<file path="config.mk">
export PLATFORM = sky130hd
export DESIGN_NAME = thermal_array
export DESIGN_NICKNAME = d
export VERILOG_FILES = /design/src/rtl/thermal_array.sv
export SDC_FILE = /design/constraint.sdc
export NUM_CORES = 1
export LEC_CHECK = 0
export CAP_MARGIN = 20
export CORE_MARGIN = 2
export CORE_UTILIZATION = 52
export DETAILED_ROUTE_END_ITERATION = 12
export PLACE_DENSITY = 0.91
export SLEW_MARGIN = 20
export SYNTH_ARGS = -nofsm -noshare
export SYNTH_HDL_FRONTEND = slang
export SYNTH_SLANG_ARGS = --single-unit
</file>
<file path="constraint.sdc">
create_clock -name clk -period 12.5 [get_ports clk]
set_input_delay 3.125 -clock clk [delete_from_list [all_inputs] [get_ports clk]]
set_output_delay 3.125 -clock clk [all_outputs]
set_load 0.05 [all_outputs]
</file>
<file path="src/rtl/thermal_array.sv">
// thermal_array: multi-channel first-order thermal model with per-channel alarms.
// Each update sweep steps every channel one at a time toward its steady-state
// target by 2^-alpha_shift of the remaining difference, then checks the alarm.
// One shared subtract/shift/add datapath serves all channels.
//
// Ports:
//   clk, rstN    - clock and asynchronous active-low reset
//   update_en    - single-cycle pulse that starts one sweep of all channels
//   T_steady     - per-channel target temperature, channel k at [k*WIDTH +: WIDTH]
//   alpha_shift  - per-channel shift, channel k at [k*SHIFT_W +: SHIFT_W]
//   T_alarm      - shared alarm set threshold
//   T_hyst       - shared alarm hysteresis band
//   ovr_clr      - clears the sticky overrun flag
//   T_current    - per-channel modelled temperature (registered)
//   alarm        - per-channel over-temperature flag (registered)
//   busy         - high while a sweep is in RUN or DONE
//   done         - one-cycle pulse in the DONE state
//   overrun      - sticky flag: an update_en pulse arrived while busy and was dropped
module thermal_array #(
    parameter int unsigned       WIDTH   = 16,
    parameter int unsigned       NCH     = 4,
    parameter int unsigned       SHIFT_W = 4,
    parameter logic [WIDTH-1:0]  T_INIT  = '0
) (
    input  logic                     clk,
    input  logic                     rstN,
    input  logic                     update_en,
    input  logic [NCH*WIDTH-1:0]     T_steady,
    input  logic [NCH*SHIFT_W-1:0]   alpha_shift,
    input  logic [WIDTH-1:0]         T_alarm,
    input  logic [WIDTH-1:0]         T_hyst,
    input  logic                     ovr_clr,
    output logic [NCH*WIDTH-1:0]     T_current,
    output logic [NCH-1:0]           alarm,
    output logic                     busy,
    output logic                     done,
    output logic                     overrun
);

    localparam int unsigned IDX_W = (NCH > 1) ? $clog2(NCH) : 1;
    localparam logic [IDX_W-1:0] IDX_LAST = IDX_W'(NCH - 1);

    typedef enum logic [1:0] {
        S_IDLE,
        S_RUN,
        S_DONE
    } state_t;

    state_t             state;
    logic [IDX_W-1:0]   idx;

    logic [WIDTH-1:0]   cur_t;
    logic [WIDTH-1:0]   tgt_t;
    logic [SHIFT_W-1:0] sh;
    logic signed [WIDTH:0] diff;
    logic signed [WIDTH:0] delta;
    logic [WIDTH-1:0]   new_t;
    logic [WIDTH-1:0]   alarm_lo;
    logic               alarm_new;
    logic               drop;

    // Shared datapath for the channel selected by idx
    always_comb begin
        cur_t     = T_current[idx*WIDTH +: WIDTH];
        tgt_t     = T_steady[idx*WIDTH +: WIDTH];
        sh        = alpha_shift[idx*SHIFT_W +: SHIFT_W];
        // Zero-extended operands: the WIDTH+1-bit signed difference cannot overflow
        diff      = $signed({1'b0, tgt_t}) - $signed({1'b0, cur_t});
        delta     = diff >>> sh;
        // Flooring never yields 0 for a negative diff, so only the +1 nudge is needed
        if ((diff != '0) && (delta == '0)) begin
            delta = {{WIDTH{1'b0}}, 1'b1};
        end
        new_t     = cur_t + delta[WIDTH-1:0];
        alarm_lo  = (T_alarm >= T_hyst) ? (T_alarm - T_hyst) : '0;
        alarm_new = alarm[idx];
        if (new_t >= T_alarm) begin
            alarm_new = 1'b1;
        end else if (new_t < alarm_lo) begin
            alarm_new = 1'b0;
        end
    end

    // A pulse that arrives while a sweep is in flight is discarded
    assign drop = update_en && (state != S_IDLE);

    // Sweep sequencer, channel state and status flags
    always_ff @(posedge clk or negedge rstN) begin
        if (!rstN) begin
            state     <= S_IDLE;
            idx       <= '0;
            T_current <= {NCH{T_INIT}};
            alarm     <= '0;
            busy      <= 1'b0;
            done      <= 1'b0;
            overrun   <= 1'b0;
        end else begin
            // A new drop wins over a simultaneous clear
            overrun <= drop | (overrun & ~ovr_clr);
            case (state)
                S_IDLE: begin
                    if (update_en) begin
                        state <= S_RUN;
                        idx   <= '0;
                        busy  <= 1'b1;
                    end
                end
                S_RUN: begin
                    T_current[idx*WIDTH +: WIDTH] <= new_t;
                    alarm[idx]                    <= alarm_new;
                    if (idx == IDX_LAST) begin
                        state <= S_DONE;
                        idx   <= '0;
                        done  <= 1'b1;
                    end else begin
                        idx <= idx + IDX_W'(1);
                    end
                end
                S_DONE: begin
                    state <= S_IDLE;
                    busy  <= 1'b0;
                    done  <= 1'b0;
                end
                default: begin
                    state <= S_IDLE;
                    idx   <= '0;
                    busy  <= 1'b0;
                    done  <= 1'b0;
                end
            endcase
        end
    end

endmodule

</file>
==> flow_summary_export.csv, run 1 <==
group,metric,value,unit
synthesis,synth-seq-cells,75,
layout,diodes,0,
sta,hold_viol_final,0,
synthesis,synth_edf_count,0,
worst_setup_path,slowest_delay,0.63,ns
floorplanning,die_h,126,um
global_route,antenna_found_initial,0,
synthesis,synth-simple-area-share,0.129,
drt,via_count,7945,
floorplanning,row_count,44,
sta,slew_viol_final,0,
worst_setup_path,slowest_stage,"a2111oi_0",
synthesis,synthTopCellsByArea,"dfrtp_1, ha_1, mux4_2",
global_route,grt_pass1_wl,40000,um
drt,drc,0,
global_route,overflow,0,
worst_setup_path,cp_max_fo,6,
worst_setup_path,arrival,12.21,ns
clock_network,cts_tree,"yes",
placement,io_buffers,186,
synthesis,synth-seq-area-share,0.241,
layout,nets,1227,
sta,finalSetupTns,0,ns
synthesis,synthXorXnorAreaFrac,0.0371,
synthesis,synth_warnings,0,
sta,fin_skew,0.00549,ns
drt,wl_per_cell,20.7,um
synthesis,syn_inst,855,
worst_hold_path,hp-class,"reg -> reg",
clock_network,ctsResizeCount,0,
worst_setup_path,crit_top_cell,"a21oi_1",
synthesis,yosysUniqueCellTypes,74,
drt,dr.pass1.iters,5,
synthesis,synth_area,7790,um2
sta,finalSetupViolCount,0,
floorplanning,start_util,0.534,
floorplanning,core,14600,um2
synthesis,synth-compound-area-share,0.265,
job,drv_cap,0,
drt,wl,25100,um
placement,dp_hpwl,18700,um
synthesis,synth_commonest_cells,"ha_1, dfrtp_1, nand2_1, inv_1, a22o_1",
clock_network,numCtsBuffers,9,
sta,layout_min_cycle_time,12.05,ns
synthesis,synth_top_family_by_area,"compound AO/OA/AOI/OAI gates",
floorplanning,die_w,126,um
clock_network,htreeDepth,3,
clock_network,clk_path_buf_depth,2,
synthesis,syn_avg_cell_area,9.11,um2
worst_setup_path,path_class,"in -> reg",
synthesis,synthArstFlopShare,1.00,
floorplanning,dieArea,16000,um2
run_status,status,"complete, no violations",
clock_network,cts.sinks,75,
drt,viasPerCell,6.56,
synthesis,synth_top_cell_by_area,"dfrtp_1",
global_route,first_global_vias,7785,
synthesis,yosys.cell_count.top_type,"ha_1",
clock_network,cts_hold_buf,0,
global_route,grt_usage,0.309,
sta,relSlewSlack,0.259,
synthesis,synth_flop_cell,"dfrtp_1",
layout,fill_cells,1068,
worst_setup_path,required,12.66,ns
layout,synthToLayoutAreaGrowth,29.8,%
worst_setup_path,endpoint_kind,"register",
drt,drt_iter0_drc,839,
placement,globalplace.congestion,0.965,
sta,rsz0062_at_grt,"false",
sta,tightest_slew,1.10,ns
clock_network,clkLatencyLatePin,0.34,ns
clock_network,cts-root-buf,"clkbuf_16",
layout,drive_gt1_frac,0.0896,
synthesis,synth_nets,1060,
sta,fmaxAchievable,83.0,MHz
clock_network,cts_setup_buffers,0,
floorplanning,ios,187,
global_route,grt_max_degree,76,
synthesis,synth_top_area_frac,0.241,
sta,fin_crit_sh,0.964,
synthesis,synth_fa_ha_area_frac,0.146,
clock_network,clk_pin_slew,0.06,ns
drt,antenna_left,0,
worst_setup_path,startpoint_type,"primary input",
synthesis,synthMuxAreaShare,0.120,
path summary, 6_finish.rpt:
| kind | start | to | slack [ns] | cells past startpoint |
|---|---|---|---|---|
| hold / removal | done | done | 0.51 | 1 |
| max in group asynchronous | rstN | idx[0] | 8.84 | 2 |
| setup / recovery | T_steady[32] | alarm[1] | 0.45 | 39 |
| hold reg to reg | done | done | 0.51 | 1 |
| min in group asynchronous | rstN | T_current[19] | 3.00 | 2 |
| setup reg to reg | idx[0] | alarm[1] | 2.39 | 38 |
critical path: cells and delay by family:
family	cells	cell delay [ns]
buffers and inverters	3	0.54
adders and majority gates	5	1.60
xor gates and xnor gates	1	0.34
AOI/OAI and AO/OA	24	5.65
and+or+nand+nor	5	0.48
muxes	1	0.46
through the flow:
step,hold WS (ns),worst slack [ns],instance area [um2],instances,utilization
after floorplan,0.476,2.06,7790,855,-
after global placement,0.490,1.02,9780,1195,0.670
after detailed placement,0.498,0.426,9780,1195,0.670
after CTS,0.511,0.708,10100,1211,0.693
after global routing,0.523,0.0111,10100,1211,0.693
final,0.511,0.450,10100,1211,0.693
layer usage:
| metal | wire length [um] | GRT usage | vias up |
|---|---|---|---|
| met5 | 0 | 0 | - |
| met3 | 2400 | 0.0460 | 76 |
| li1 | - | - | 3569 |
| met1 | 9440 | 0.389 | 3797 |
| met2 | 12400 | 0.540 | 503 |
| met4 | 811 | 0.114 | 0 |
cells by family (layout without fill, tap and decap cells):
group,after synthesis,in the layout
AO/OA/AOI/OAI,291,291
buffers and inverters,110,282
flip-flops,75,75
multiplexers,50,50
adder cells (fa/ha/maj),89,89
AND/OR/NAND/NOR,207,207
XOR/XNOR,33,33
cells in the final DEF (no fill, tap or decap), types with 14 or more instances in the layout:
cell type and count:
xnor2_1 23, dfrtp_1 73, a21o_1 23, inv_1 72
clkdlybuf4s50_1 185, a21oi_1 56, nor2_1 48, a22o_1 64
ha_1 86, nand3_1 16, o21ai_0 47, a31oi_1 14
mux4_2 34, nand2_1 74
layout make-up:
| cell class | count | area (um2) | share of cell area |
|---|---|---|---|
| clock inverters | 4 | 72.6 | 0.00718 |
| clock buffers | 12 | 256 | 0.0254 |
| well taps | 184 | 230 | 0.0228 |
| flip-flops and latches | 75 | 1880 | 0.186 |
| repair buffers | 194 | 1920 | 0.190 |
| inverters | 72 | 270 | 0.0267 |
| multi-input cells | 670 | 5480 | 0.542 |
registers in the layout, indices dropped and copies added, names as in the netlist:
signal / cells
T_current: 64
idx: 2
busy: 1
done: 1
alarm: 4
overrun: 1
state: 2
Power of run 1 is left out: the tool's default activity adds up to more than one toggle a clock period on the data nets, which glitch-free logic cannot reach.
==> inputs of run 2 (changes only) <==
- CORE_UTILIZATION: 52 -> 55
- PLACE_DENSITY: 0.91 -> 0.95
- clock period: 12.5 -> 14.3 ns (I/O delays scaled with it)
==> flow_summary_export.csv, run 2 (synthesized netlist as in run 1, its figures left out) <==
group,metric,value,unit
layout,seq_area,1880,um2
sta,relSlewSlack,0.260,
worst_setup_path,path_class,"in -> reg",
sta,slew_viol_final,0,
floorplanning,row_count,43,
sta,hold_viol_final,0,
placement,dp_hpwl,18500,um
worst_hold_path,hp-class,"reg -> reg",
layout,layout_commonest_cell,"clkdlybuf4s50_1",
placement,globalplace.congestion,0.959,
clock_network,cts-root-buf,"clkbuf_16",
worst_setup_path,crit_family,"compound AO/OA/AOI/OAI gates",
sta,fmaxAchievable,78.5,MHz
layout,fill_cells,962,
global_route,antenna_found_initial,0,
placement,io_buffers,186,
worst_setup_path,cp_max_fo,13,
layout,synthToLayoutAreaGrowth,29.3,%
drt,via_count,8005,
worst_setup_path,startpoint,"T_steady[48]",
floorplanning,dieArea,15100,um2
layout,largest_reg_flops,64,
clock_network,ctsResizeCount,0,
clock_network,cts_setup_buffers,0,
clock_network,cts_tree,"yes",
layout,diodes,0,
clock_network,clkLatencyLatePin,0.34,ns
layout,final_cell_mix,"clkdlybuf4s50_1, ha_1, nand2_1",
sta,fin_skew,0.00921,ns
floorplanning,core,13900,um2
global_route,grt_pass1_wl,40100,um
clock_network,clk_path_buf_depth,2,
floorplanning,die_w,123,um
sta,rsz0062_at_grt,"false",
run_status,status,"complete, no violations",
clock_network,cts_hold_buf,0,
drt,dr.pass1.iters,6,
drt,wl_per_cell,21.3,um
floorplanning,die_h,123,um
worst_hold_path,min_from,"done",
sta,tightest_slew,1.10,ns
worst_setup_path,endpoint_kind,"register",
sta,fin_crit_sh,0.891,
layout,top_register,"T_current",
clock_network,numCtsBuffers,9,
worst_setup_path,crit_buf_inv,4,
layout,nets,1227,
sta,layout_min_cycle_time,12.73,ns
drt,wl,25700,um
worst_setup_path,arrival,12.91,ns
layout,top_regs,"T_current: 64 flops, alarm: 4 flops",
layout,drive_gt1_frac,0.0867,
layout,multiInputGateArea,5480,um2
worst_setup_path,reg2reg_from,"idx[0]",
worst_setup_path,slowest_delay,0.63,ns
sta,finalSetupTns,0,ns
drt,drt_iter0_drc,1110,
global_route,grt_max_degree,76,
drt,antenna_left,0,
clock_network,cts.sinks,75,
global_route,first_global_vias,7827,
job,drv_cap,0,
worst_setup_path,slowest_stage,"a2111oi_0",
floorplanning,start_util,0.561,
worst_setup_path,required,14.48,ns
floorplanning,ios,187,
sta,finalSetupViolCount,0,
clock_network,htreeDepth,3,
drt,viasPerCell,6.63,
global_route,overflow,0,
worst_setup_path,startpoint_type,"primary input",
worst_setup_path,crit_top_cell,"a21oi_1",
global_route,grt_usage,0.339,
drt,drc,0,
clock_network,clk_pin_slew,0.06,ns
==> run 2: changes by cell type in the layout (fill, tap and decap cells not counted), sizes merged <==
cell	change
clkinv	+1
clkinvlp	-1
bufinv	-1
clkbuf	+1
==> run 2: final timing paths <==
kind / endpoint / slack (ns) / depth (start not counted)
worst max register to register: alarm[2] / 3.99 / 37
worst min-delay path: done / 0.51 / 1
worst min register to register: done / 0.51 / 1
max in group asynchronous: idx[0] / 10.18 / 2
min in group asynchronous: T_current[3] / 3.48 / 2
worst max-delay path: alarm[2] / 1.57 / 40
==> run 2: cell type report <==
cell class              instances  share of cell area
clock buffers                  13              0.0239
multi-input cells             670               0.545
well taps                     180              0.0224
clock inverters                 3             0.00398
repair buffers                194               0.192
inverters                      72              0.0268
flip-flops and latches         75               0.187
==> run 2: per-stage QoR <==
step	util	setup slack, ns	instance area, um2	hold slack (ns)	cells
finish	0.725	1.57	10100	0.513	1207
global placement	0.704	2.28	9770	0.493	1190
detailed placement	0.704	1.89	9770	0.510	1190
floorplan	-	3.41	7790	0.476	855
global route	0.725	0.962	10100	0.530	1207
CTS	0.724	1.87	10000	0.510	1206
==> run 2: per-layer routing <==
metal | share of wire | GRT usage | routed length, um | vias up
li1 | - | - | - | 3560
met1 | 0.37 | 0.418 | 9410 | 3756
met2 | 0.48 | 0.575 | 12300 | 581
met3 | 0.10 | 0.0586 | 2680 | 108
met4 | 0.049 | 0.161 | 1250 | 0
met5 | 0 | 0 | 0 | -
Power of run 2 is left out for the same reason.
==> inputs of run 3 (changes only) <==
- CTS_BUF_LIST: unset -> sky130_fd_sc_hd__clkbuf_4
==> flow_summary_export.csv, run 3 (synthesized netlist as in run 1, its figures left out) <==
group,metric,value,unit
layout,final_cell_mix,"clkdlybuf4s50_1, ha_1, nand2_1",
clock_network,cts-root-buf,"clkbuf_4",
sta,fin_crit_sh,0.875,
sta,rsz0062_at_grt,"false",
worst_setup_path,startpoint_type,"primary input",
global_route,grt_pass1_wl,38700,um
worst_hold_path,hp-class,"reg -> reg",
drt,drc,0,
worst_setup_path,crit_top_cell,"a21oi_1",
clock_network,numCtsBuffers,9,
sta,finalSetupTns,0,ns
floorplanning,ios,187,
sta,layout_min_cycle_time,12.52,ns
global_route,overflow,0,
clock_network,htreeDepth,3,
layout,layout_commonest_cell,"clkdlybuf4s50_1",
worst_setup_path,cp_max_fo,13,
drt,wl,24800,um
clock_network,clkLatencyLatePin,0.44,ns
job,drv_cap,0,
floorplanning,row_count,43,
worst_setup_path,slowest_stage,"a2111oi_0",
worst_setup_path,slowest_delay,0.69,ns
clock_network,cts_hold_buf,0,
placement,io_buffers,186,
drt,viasPerCell,6.60,
worst_setup_path,path_depth,40,
layout,nets,1226,
sta,fmaxAchievable,79.9,MHz
floorplanning,die_h,123,um
sta,hold_viol_final,0,
sta,slew_viol_final,0,
clock_network,clk_pin_slew,0.13,ns
sta,relSlewSlack,0.244,
floorplanning,die_w,123,um
floorplanning,dieArea,15100,um2
worst_setup_path,endpoint_kind,"register",
worst_setup_path,reg2reg_depth,37,
worst_setup_path,path_class,"in -> reg",
layout,top_register,"T_current",
clock_network,cts.sinks,75,
layout,fill_cells,999,
worst_setup_path,required,14.58,ns
drt,wl_per_cell,20.6,um
placement,globalplace.congestion,0.959,
sta,finalSetupViolCount,0,
clock_network,ctsResizeCount,0,
layout,largest_reg_flops,64,
sta,tightest_slew,1.12,ns
worst_setup_path,crit_family,"compound AO/OA/AOI/OAI gates",
placement,dp_hpwl,18500,um
sta,setup_ws,1.78,ns
floorplanning,start_util,0.561,
layout,top_regs,"T_current: 64 flops, alarm: 4 flops",
drt,drt_iter0_drc,958,
global_route,grt_max_degree,76,
worst_setup_path,arrival,12.79,ns
drt,antenna_left,0,
global_route,grt_usage,0.325,
worst_hold_path,holdPathStages,2,
global_route,antenna_found_initial,1,
run_status,status,"complete, no violations",
sta,fin_skew,0.0183,ns
placement,dp_slack,1.89,ns
clock_network,cts_tree,"yes",
layout,drive_gt1_frac,0.0897,
clock_network,cts_setup_buffers,0,
clock_network,clk_path_buf_depth,2,
worst_setup_path,crit_buf_inv,4,
floorplanning,core,13900,um2
drt,dr.pass1.iters,8,
global_route,first_global_vias,7800,
drt,via_count,7961,
layout,synthToLayoutAreaGrowth,27.2,%
[run 3: metal layers]
metal | vias up | share of wire | global-route usage | routed length (um)
met3 | 102 | 0.10 | 0.0669 | 2520
met4 | 0 | 0.043 | 0.149 | 1070
met2 | 522 | 0.48 | 0.555 | 12000
li1 | 3566 | - | - | -
met5 | - | 0 | 0 | 0
met1 | 3771 | 0.37 | 0.393 | 9220
[run 3: worst paths after layout]
kind                              start      endpoint  slack [ns]
hold / removal                     busy          busy        0.53
hold reg to reg                    busy          busy        0.53
setup / recovery           T_steady[48]      alarm[0]        1.78
setup reg to reg                 idx[0]      alarm[0]        4.00
max in group asynchronous          rstN        idx[1]       10.29
min in group asynchronous          rstN  T_current[4]        3.34
[run 3: stage by stage]
step | hold WS (ns) | instance area (um2) | cells | utilization
final | 0.533 | 9910 | 1207 | 0.714
after detailed placement | 0.510 | 9770 | 1190 | 0.704
after global placement | 0.493 | 9770 | 1190 | 0.704
after CTS | 0.528 | 9900 | 1206 | 0.713
after global routing | 0.554 | 9910 | 1207 | 0.714
after floorplan | 0.476 | 7790 | 855 | -
[run 3: cell type report]
| class | count | area, um2 | share of cell area |
|---|---|---|---|
| multi-input cells | 670 | 5480 | 0.553 |
| inverters | 72 | 270 | 0.0273 |
| clock inverters | 3 | 40.0 | 0.00404 |
| clock buffers | 13 | 97.6 | 0.00985 |
| diodes | 1 | 2.50 | 0.000253 |
| flip-flops and latches | 75 | 1880 | 0.190 |
| well taps | 180 | 225 | 0.0227 |
| repair buffers | 193 | 1910 | 0.193 |
[run 3: worst reg2reg max path, delay by kind of cell, from the launching register on]
family,cells,cell delay [ns]
flip-flops,1,0.75
XOR/XNOR,1,0.34
AO/OA/AOI/OAI,21,4.64
adder cells (fa/ha/maj),4,1.28
multiplexers,1,0.67
buffers and inverters,2,0.68
AND/OR/NAND/NOR,8,1.77
Power of run 3 is left out for the same reason.
